**src/rtl/pm_bank_lanes_norm.sv**
```systemverilog
// Ping-pong path-metric store for a P-lane Viterbi ACS array.
// Tracks stage min/argmin and applies it as a read offset on the next stage.
module pm_bank_lanes_norm #(
  parameter int K       = 5,
  parameter int WM      = 8,
  parameter int P       = 2,
  parameter int NORM_EN = 1,
  localparam int M      = K - 1,
  localparam int S      = 1 << M
) (
  input  logic            clk,
  input  logic            rst,
  input  logic            init_frame,
  input  logic [M-1:0]    init_state,
  output logic            busy,
  input  logic [P*M-1:0]  rd_idx0,
  input  logic [P*M-1:0]  rd_idx1,
  output logic [P*WM-1:0] rd_pm0,
  output logic [P*WM-1:0] rd_pm1,
  input  logic [P-1:0]    wr_en,
  input  logic [P*M-1:0]  wr_idx,
  input  logic [P*WM-1:0] wr_pm,
  input  logic            swap_banks,
  output logic            prev_sel,
  output logic [M-1:0]    best_state,
  output logic [WM-1:0]   best_pm,
  output logic            best_valid,
  output logic            stage_err
);

  localparam int NC  = S / P;
  localparam int CIW = (NC > 1) ? $clog2(NC) : 1;
  localparam int CW  = $clog2(S * P + 1);
  localparam logic [WM-1:0] INF = '1;

  typedef enum logic {IDLE, INIT} state_t;

  state_t          state;
  logic [CIW-1:0]  icnt;
  logic [M-1:0]    init_lat;
  logic [WM-1:0]   norm_off;
  logic [CW-1:0]   wr_cnt;
  logic [WM-1:0]   run_min;
  logic [M-1:0]    run_arg;

  logic [WM-1:0]   bank [2][S];

  logic            act;
  logic            do_swap;
  logic [P-1:0]    we;
  logic [M-1:0]    init_idx [P];

  logic [WM-1:0]   c_min;
  logic [M-1:0]    c_arg;
  logic            c_any;
  logic [WM-1:0]   n_min;
  logic [M-1:0]    n_arg;
  logic [CW-1:0]   pop;
  logic [CW:0]     cnt_sum;
  logic [CW-1:0]   n_cnt;

  assign act     = (state == IDLE) && !init_frame;
  assign do_swap = swap_banks && act;
  assign we      = wr_en & {P{act}};

  // Stored all-ones stays all-ones so unreachable states never look reachable
  always_comb begin : rd_path
    logic [WM-1:0] a;
    logic [WM-1:0] b;
    rd_pm0 = '0;
    rd_pm1 = '0;
    for (int p = 0; p < P; p++) begin
      a = bank[prev_sel][rd_idx0[p*M +: M]];
      b = bank[prev_sel][rd_idx1[p*M +: M]];
      rd_pm0[p*WM +: WM] = (a == INF) ? INF : a - norm_off;
      rd_pm1[p*WM +: WM] = (b == INF) ? INF : b - norm_off;
    end
  end

  always_comb begin
    for (int p = 0; p < P; p++)
      init_idx[p] = M'(int'(icnt) * P + p);
  end

  always_comb begin : min_path
    logic [WM-1:0] v;
    logic [M-1:0]  i;
    c_min = INF;
    c_arg = '0;
    c_any = 1'b0;
    for (int p = 0; p < P; p++) begin
      v = wr_pm[p*WM +: WM];
      i = wr_idx[p*M +: M];
      if (we[p] && (!c_any || v < c_min ||
          (v == c_min && i < c_arg))) begin
        c_min = v;
        c_arg = i;
        c_any = 1'b1;
      end
    end
    n_min = run_min;
    n_arg = run_arg;
    if (c_any && (c_min < run_min ||
        (c_min == run_min && c_arg < run_arg))) begin
      n_min = c_min;
      n_arg = c_arg;
    end
    pop     = CW'($countones(we));
    cnt_sum = {1'b0, wr_cnt} + {1'b0, pop};
    n_cnt   = cnt_sum[CW] ? '1 : cnt_sum[CW-1:0];
  end

  always_ff @(posedge clk) begin
    if (state == INIT && !init_frame) begin
      for (int p = 0; p < P; p++)
        bank[prev_sel][init_idx[p]] <=
          (init_idx[p] == init_lat) ? '0 : INF;
    end
    for (int p = 0; p < P; p++) begin
      if (we[p])
        bank[~prev_sel][wr_idx[p*M +: M]] <= wr_pm[p*WM +: WM];
    end
  end

  always_ff @(posedge clk or posedge rst) begin
    if (rst) begin
      state      <= INIT;
      busy       <= 1'b1;
      icnt       <= '0;
      init_lat   <= '0;
      prev_sel   <= 1'b0;
      norm_off   <= '0;
      wr_cnt     <= '0;
      run_min    <= INF;
      run_arg    <= '0;
      best_state <= '0;
      best_pm    <= '0;
      best_valid <= 1'b0;
      stage_err  <= 1'b0;
    end else if (init_frame) begin
      state      <= INIT;
      busy       <= 1'b1;
      icnt       <= '0;
      init_lat   <= init_state;
      norm_off   <= '0;
      wr_cnt     <= '0;
      run_min    <= INF;
      run_arg    <= '0;
      best_valid <= 1'b0;
      stage_err  <= 1'b0;
    end else begin
      unique case (state)
        INIT: begin
          if (icnt == CIW'(NC - 1)) begin
            state <= IDLE;
            busy  <= 1'b0;
          end else begin
            icnt <= icnt + 1'b1;
          end
        end
        IDLE: begin
          if (do_swap) begin
            prev_sel   <= ~prev_sel;
            best_pm    <= n_min;
            best_state <= n_arg;
            best_valid <= 1'b1;
            norm_off   <= (NORM_EN != 0) ? n_min : '0;
            stage_err  <= stage_err | (n_cnt != CW'(S));
            wr_cnt     <= '0;
            run_min    <= INF;
            run_arg    <= '0;
          end else begin
            wr_cnt  <= n_cnt;
            run_min <= n_min;
            run_arg <= n_arg;
          end
        end
        default: state <= IDLE;
      endcase
    end
  end

endmodule

```
**config.mk**
```make
export PLATFORM = sky130hd
export DESIGN_NAME = pm_bank_lanes_norm
export DESIGN_NICKNAME = d
export VERILOG_FILES = /design/src/rtl/pm_bank_lanes_norm.sv
export SDC_FILE = /design/constraint.sdc
export NUM_CORES = 1
export LEC_CHECK = 0
export ABC_AREA = 1
export CAP_MARGIN = 5
export CORE_MARGIN = 10
export CORE_UTILIZATION = 40
export DETAILED_ROUTE_END_ITERATION = 8
export GPL_TIMING_DRIVEN = 0
export PLACE_DENSITY = 0.56
export SYNTH_ARGS = -nofsm -noshare
export SYNTH_HDL_FRONTEND = slang
export SYNTH_SLANG_ARGS = --single-unit
```
**constraint.sdc**
```tcl
create_clock -name clk -period 4.85 [get_ports clk]
set_input_delay 0.97 -clock clk [delete_from_list [all_inputs] [get_ports clk]]
set_output_delay 0.97 -clock clk [all_outputs]
set_load 0.005 [all_outputs]
```
# Word-level counts from Yosys, hierarchy flattened
# Memories as Yosys holds them, arrays and structs flattened.
# Cells that the tools add are included.
word_totals:
  mem_bits_rw: 256
  register_bits: 50
  out_inout_bits: 48
  in_bits: 50
  n_memories: 1
op_classes:
  reduce_logical: 24
  n_eq_ne: 12
  bitwise_logic: 269
  n_addsub: 8
  n_mux: 327
  order_cmp: 16
memory_table:
  columns: ["name", "words", "width", "rd", "rd_clocked_by_memory_dff", "wr", "line", "rtl"]
  rows:
  - ["bank", 2, 128, 1, 0, 1, "46", "logic [WM-1:0] bank [2][S];"]
op_table:
  columns: ["operator", "count"]
  rows:
  - ["128-bit 2-to-1 mux", 6]
  - ["1-bit 2-to-1 mux", 273]
  - ["1-bit OR", 257]
  - ["8-bit 2-to-1 mux", 27]
  - ["8-bit binary-select mux with 4-bit select", 4]
  - ["8-bit demux with 4-bit select", 4]
  - ["128-bit OR reduction", 1]
  - ["5-bit >= comparator (second input constant)", 8]
  - ["4-bit inverter with 5-bit output", 8]
  - ["8-bit equality test (second input constant)", 4]
  - ["8-bit subtractor", 4]
  - ["4-bit 2-to-1 mux", 6]
  - ["6-bit 2-to-1 mux", 4]
  - ["5-bit by 1-bit less-than comparator with 1-bit output (second input constant)", 4]
  - ["8-bit equality test", 2]
  - ["8-bit less-than comparator", 2]
  - ["1-bit logical AND", 11]
  - ["3-bit 2-to-1 mux", 3]
  - ["4-bit equality test", 2]
  - ["4-bit less-than comparator", 2]
  - ["6-bit by 2-bit adder with 7-bit output", 1]
  - ["6-bit by 5-bit inequality test with 1-bit output (second input constant)", 1]
  - ["2-bit AND reduction", 3]
  - ["2-bit nonzero test", 3]
  - ["other kinds (10)", 16]

# Logic depth before layout (Yosys ltp)
# Gate-level depths: netlist of run 1.
depth:
  ltp_word: 17
  mapped_depth: 29

# Worst setup path before layout of run 1
# No wires, ideal clock.
synth_path:
  kind: "input -> output"
  start: "input port rd_idx0[0]"
  end: "output port rd_pm0[7]"
  path_slack_ns: 0.386
  t_arrival_ns: 3.494
  stages: 19
  path_cell_list: "buf_2 -> clkinv_1 -> buf_2 -> buf_2 -> o21ai_0 -> a21oi_1 -> o311ai_0 -> nand2_1 -> ha_1 -> nand2_1 -> o21ai_0 -> a21oi_1 -> o21bai_1 -> nand2_1 -> nand2_1 -> a21oi_1 -> xor2_1 -> inv_1 -> nand2_1"
synth_between:
  elab_chain_cells: 6
  elab_cells_between_ends: 7
synth_rtl:
  columns: ["element", "line", "rtl"]
  rows:
  - ["start, declared", "16", "input logic [P*M-1:0] rd_idx0,"]
  - ["4-bit inverter with 5-bit output (implied by the code) *", "73", "a = bank[prev_sel][rd_idx0[p*M +: M]];"]
  - ["8-bit binary-select mux with 4-bit select *", "73", null]
  - ["8-bit 2-to-1 mux (implied by the code) * (2 in a row)", "73", null]
  - ["8-bit subtractor / 8-bit equality test (equally long branches)", "75", "rd_pm0[p*WM +: WM] = (a == INF) ? INF : a - norm_off;"]
  - ["8-bit 2-to-1 mux *", "75", null]
  - ["end, declared", "18", "output logic [P*WM-1:0] rd_pm0,"]
# Every way passes the cells marked *; elsewhere a longest branch is shown, timed or not. The select of a mux whose other input is x is not followed.

# Final worst setup path of run 1
layout_path:
  start: "input port rd_idx1[5]"
  end: "output port rd_pm1[15]"
layout_between:
  elab_chain_cells: 6
  elab_cells_between_ends: 7
layout_rtl:
  columns: ["element", "line", "rtl"]
  rows:
  - ["start, declared", "17", "input logic [P*M-1:0] rd_idx1,"]
  - ["4-bit inverter with 5-bit output (implied by the code) *", "74", "b = bank[prev_sel][rd_idx1[p*M +: M]];"]
  - ["8-bit binary-select mux with 4-bit select *", "74", null]
  - ["8-bit 2-to-1 mux (implied by the code) * (2 in a row)", "74", null]
  - ["8-bit subtractor / 8-bit equality test (equally long branches)", "76", "rd_pm1[p*WM +: WM] = (b == INF) ? INF : b - norm_off;"]
  - ["8-bit 2-to-1 mux *", "76", null]
  - ["end, declared", "19", "output logic [P*WM-1:0] rd_pm1,"]
# Marked as above.

==> results.cfg, run 1 <==
[yosys]
synth_area_um2 = 20700
ys_async_sr_fraction = 0.163
ys_top_cells_by_count = 749 x nand2_1, 546 x o21ai_0, 256 x edfxtp_1
synthFlopType = edfxtp_1
synth.area.mux_share = 0.0189
synth_top_area_frac = 0.372
synth_top_family_by_area = compound AO/OA/AOI/OAI gates
synthTopCellsByArea = edfxtp_1 37%, nand2_1 14%, o21ai_0 13%
yosysTopAreaCell = edfxtp_1
synth_most_common_cell = nand2_1
yosysUniqueCellTypes = 52
synth_area_per_cell_um2 = 7.72
netlist_instances = 2678
synth-adder-area-share = 0.0369
synth_compound_area_frac = 0.231
synth_seq_cells = 306
synth_xor_area_frac = 0.0114
synth-edff-count = 256
ys_seq_area_frac = 0.433
ys_warn_count = 0
yosys.area_share.simple = 0.200
synth_fp_nets = 2786

[final_layout]
syn_to_final_growth_pct = 32.3
drive_gt1_frac = 0.223
antenna_cells = 0
fin_nets = 3039
nFillCells = 4721
multi_input_area_um2 = 12200
fin_area_um2 = 27400
regArea_um2 = 8950

[status]
violations = negative setup slack
outcome = finished, violations left

[power_and_ir_drop]
sequentialPowerShare = 0.388
internal-power_mw = 5.28
powerDensity_nw_per_um2 = 280
p_comb_frac = 0.263
switching_share = 0.310
leakage_nw = 11.0
netSwitchingPower_mw = 2.37
p_clk_frac = 0.349
peakVddDrop_mv = 0.376

[critical_path]
path_class = primary input to primary output
cp-end-kind = primary output
critical_path_arrival_ns = 4.21
critPathLaunchType = primary input
crit_fanout = 10
cp.required_ns = 3.88

[timing]
setup_ws_ns = -0.333
fin_crit_ns = 5.18
skew_ns = 0.0335
finalSetupViolCount = 15
hold_viol_final = 0
rsz0062_at_grt = true
drv_slew = 0
finalCritPeriodShare = 1.07
max_freq_mhz = 193
max_slew_margin = 0.414
tns_ns = -2.20
worstMarginPinSlew_ns = 0.876

[cts]
clk_latency_ns = 0.61
cts_sinks = 306
cts_root_buf = clkbuf_16
cts_buffer_depth = 3
clk_pin_slew_ns = 0.06
htreeDepth = 1
cts_tree = yes
cts-buffers-inserted = 29
ctsHoldBuffers = 0

[grt]
grt_pass1_wl_mm = 149
use_met3 = 0.0487
grt_use_met2 = 0.548
met1_usage = 0.432
antenna_found_initial = 1
busiest_layer = met2
grt_max_degree = 36
grt_pass1_vias = 21000
grt_util_all_layers = 0.336
grt_overflow = 0

[place]
gp_congestion = 1.05
place_area_um2 = 22400
port-buffer-count = 88
hpwl_mm = 79.7

[die]
start_util = 0.404
die_h_um = 247
die-area_um2 = 61200
ios = 98
rows = 83
die_w_um = 247
core_area_um2 = 51200

[routing]
vias = 22400
drt_iter0_markers = 3292
dr.pass1.iters = 9
wl_mm = 107
drc_errors = 0
drtAntennaViolNets = 0
wl_per_cell_um = 29.3
viasPerCell = 6.17

[worst_hold_path]
hold_path.class = register to register

[flow_run]
cap_violations = 0
[power by group through the flow]
stage	combinational, mW	clock [mW]	sequential, mW
global route	2.11	2.77	2.97
CTS	1.84	2.66	2.97
finish	2.01	2.67	2.97
detailed placement	1.51	0	3.02
floorplan	0.793	0	3.02
global placement	1.49	0	3.02
[state kept, by name (all words and copies together) (netlist names)]
name,count
busy,1
state,1
run_arg,4
prev_sel,1
icnt,3
norm_off,8
bank,256
stage_err,1
best_pm,8
best_valid,1
run_min,8
best_state,4
wr_cnt,6
init_lat,4
[worst max-delay path, cell delays in order]
cell,delay [ns]
buf_2,0.20
clkbuf_1,0.62
o21ai_1,0.18
a21oi_2,0.20
nor3_4,0.07
o31ai_4,0.29
ha_4,0.27
a21oi_2,0.16
o21ai_2,0.09
a21oi_2,0.21
nor2_2,0.06
nor2_1,0.12
nor2_1,0.07
nor2_1,0.10
nor2_1,0.05
nor2_1,0.09
inv_1,0.05
or2_1,0.21
nand3_2,0.08
buf_6,0.11
[what timing repair did]
item	CTS	global route
cloned	7	0
setup buffers	95	41
pin swaps	131	111
resized for setup	669	178
setup endpoints to repair	62	59
endpoints found under the hold margin	0	0
[cell families (layout without fill, tap and decap cells)]
group	after synthesis	in the layout
adder cells (fa/ha/maj)	58	58
buffers and inverters	344	620
AO/OA/AOI/OAI	862	862
AND/OR/NAND/NOR	1044	1044
flip-flops	306	306
XOR/XNOR	26	26
multiplexers	38	38
[layout make-up]
| cell class | instances | share of cell area |
|---|---|---|
| well taps | 680 | 0.0311 |
| plain buffers | 191 | 0.0525 |
| repair inverters | 1 | 0.000274 |
| clock inverters | 21 | 0.0131 |
| inverters | 151 | 0.0217 |
| multi-input cells | 2028 | 0.445 |
| repair buffers | 223 | 0.0816 |
| flip-flops and latches | 306 | 0.327 |
| clock buffers | 33 | 0.0274 |
[cells in the final DEF, fill, tap and decap left out, drive strengths merged, types with 9 or more instances in the layout]
master / n
mux2i: 30
nand3: 79
dfrtp: 40
or2: 12
o211ai: 58
o311ai: 19
a21oi: 136
nor3: 12
clkdlybuf4s50: 52
o22ai: 20
nand2: 750
clkbuf: 172
edfxtp: 256
o221ai: 41
ha: 53
xor2: 21
buf: 204
o21ai: 569
bufinv: 9
inv: 152
dfstp: 10
dlygate4sd2: 10
nor2: 172
[routing by layer]
metal	up-vias	part of all wire
met4	0	0.058
met2	1471	0.46
li1	9840	-
met3	316	0.10
met5	-	0
met1	10800	0.38
[stage by stage]
| step | cells | hold WS [ns] | total power [mW] | setup slack [ns] | utilization |
|---|---|---|---|---|---|
| after floorplan | 2678 | 0.449 | 3.81 | 0.386 | - |
| after global placement | 3446 | 0.462 | 4.51 | -1.96 | 0.438 |
| after detailed placement | 3447 | 0.470 | 4.53 | -1.93 | 0.438 |
| after CTS | 3601 | 0.486 | 7.47 | -0.193 | 0.519 |
| after global routing | 3634 | 0.497 | 7.85 | -0.454 | 0.534 |
| final | 3634 | 0.481 | 7.66 | -0.333 | 0.534 |
[worst paths after layout]
| check | start | end | slack (ns) | depth (start not counted) |
|---|---|---|---|---|
| hold / removal | best_state[2] | best_state[2] | 0.48 | 2 |
| setup reg to reg | state | best_pm[1] | 0.68 | 23 |
| hold reg to reg | best_state[2] | best_state[2] | 0.48 | 2 |
| max in group asynchronous | rst | run_min[5] | 3.57 | 3 |
| setup / recovery | rd_idx1[5] | rd_pm1[15] | -0.33 | 20 |
| min in group asynchronous | rst | wr_cnt[4] | 0.69 | 2 |
No activity file was read; power rests on OpenSTA's default activity.
==> run 2: changes to the inputs <==
--- a/config.mk
+++ b/config.mk
@@ -12,6 +12,7 @@
 export DETAILED_ROUTE_END_ITERATION = 8
 export GPL_TIMING_DRIVEN = 0
 export PLACE_DENSITY = 0.56
+export SLEW_MARGIN = 0
 export SYNTH_ARGS = -nofsm -noshare
 export SYNTH_HDL_FRONTEND = slang
 export SYNTH_SLANG_ARGS = --single-unit
==> results of run 2 <==
Final layout, timing and power as in run 1 (identical DEF).
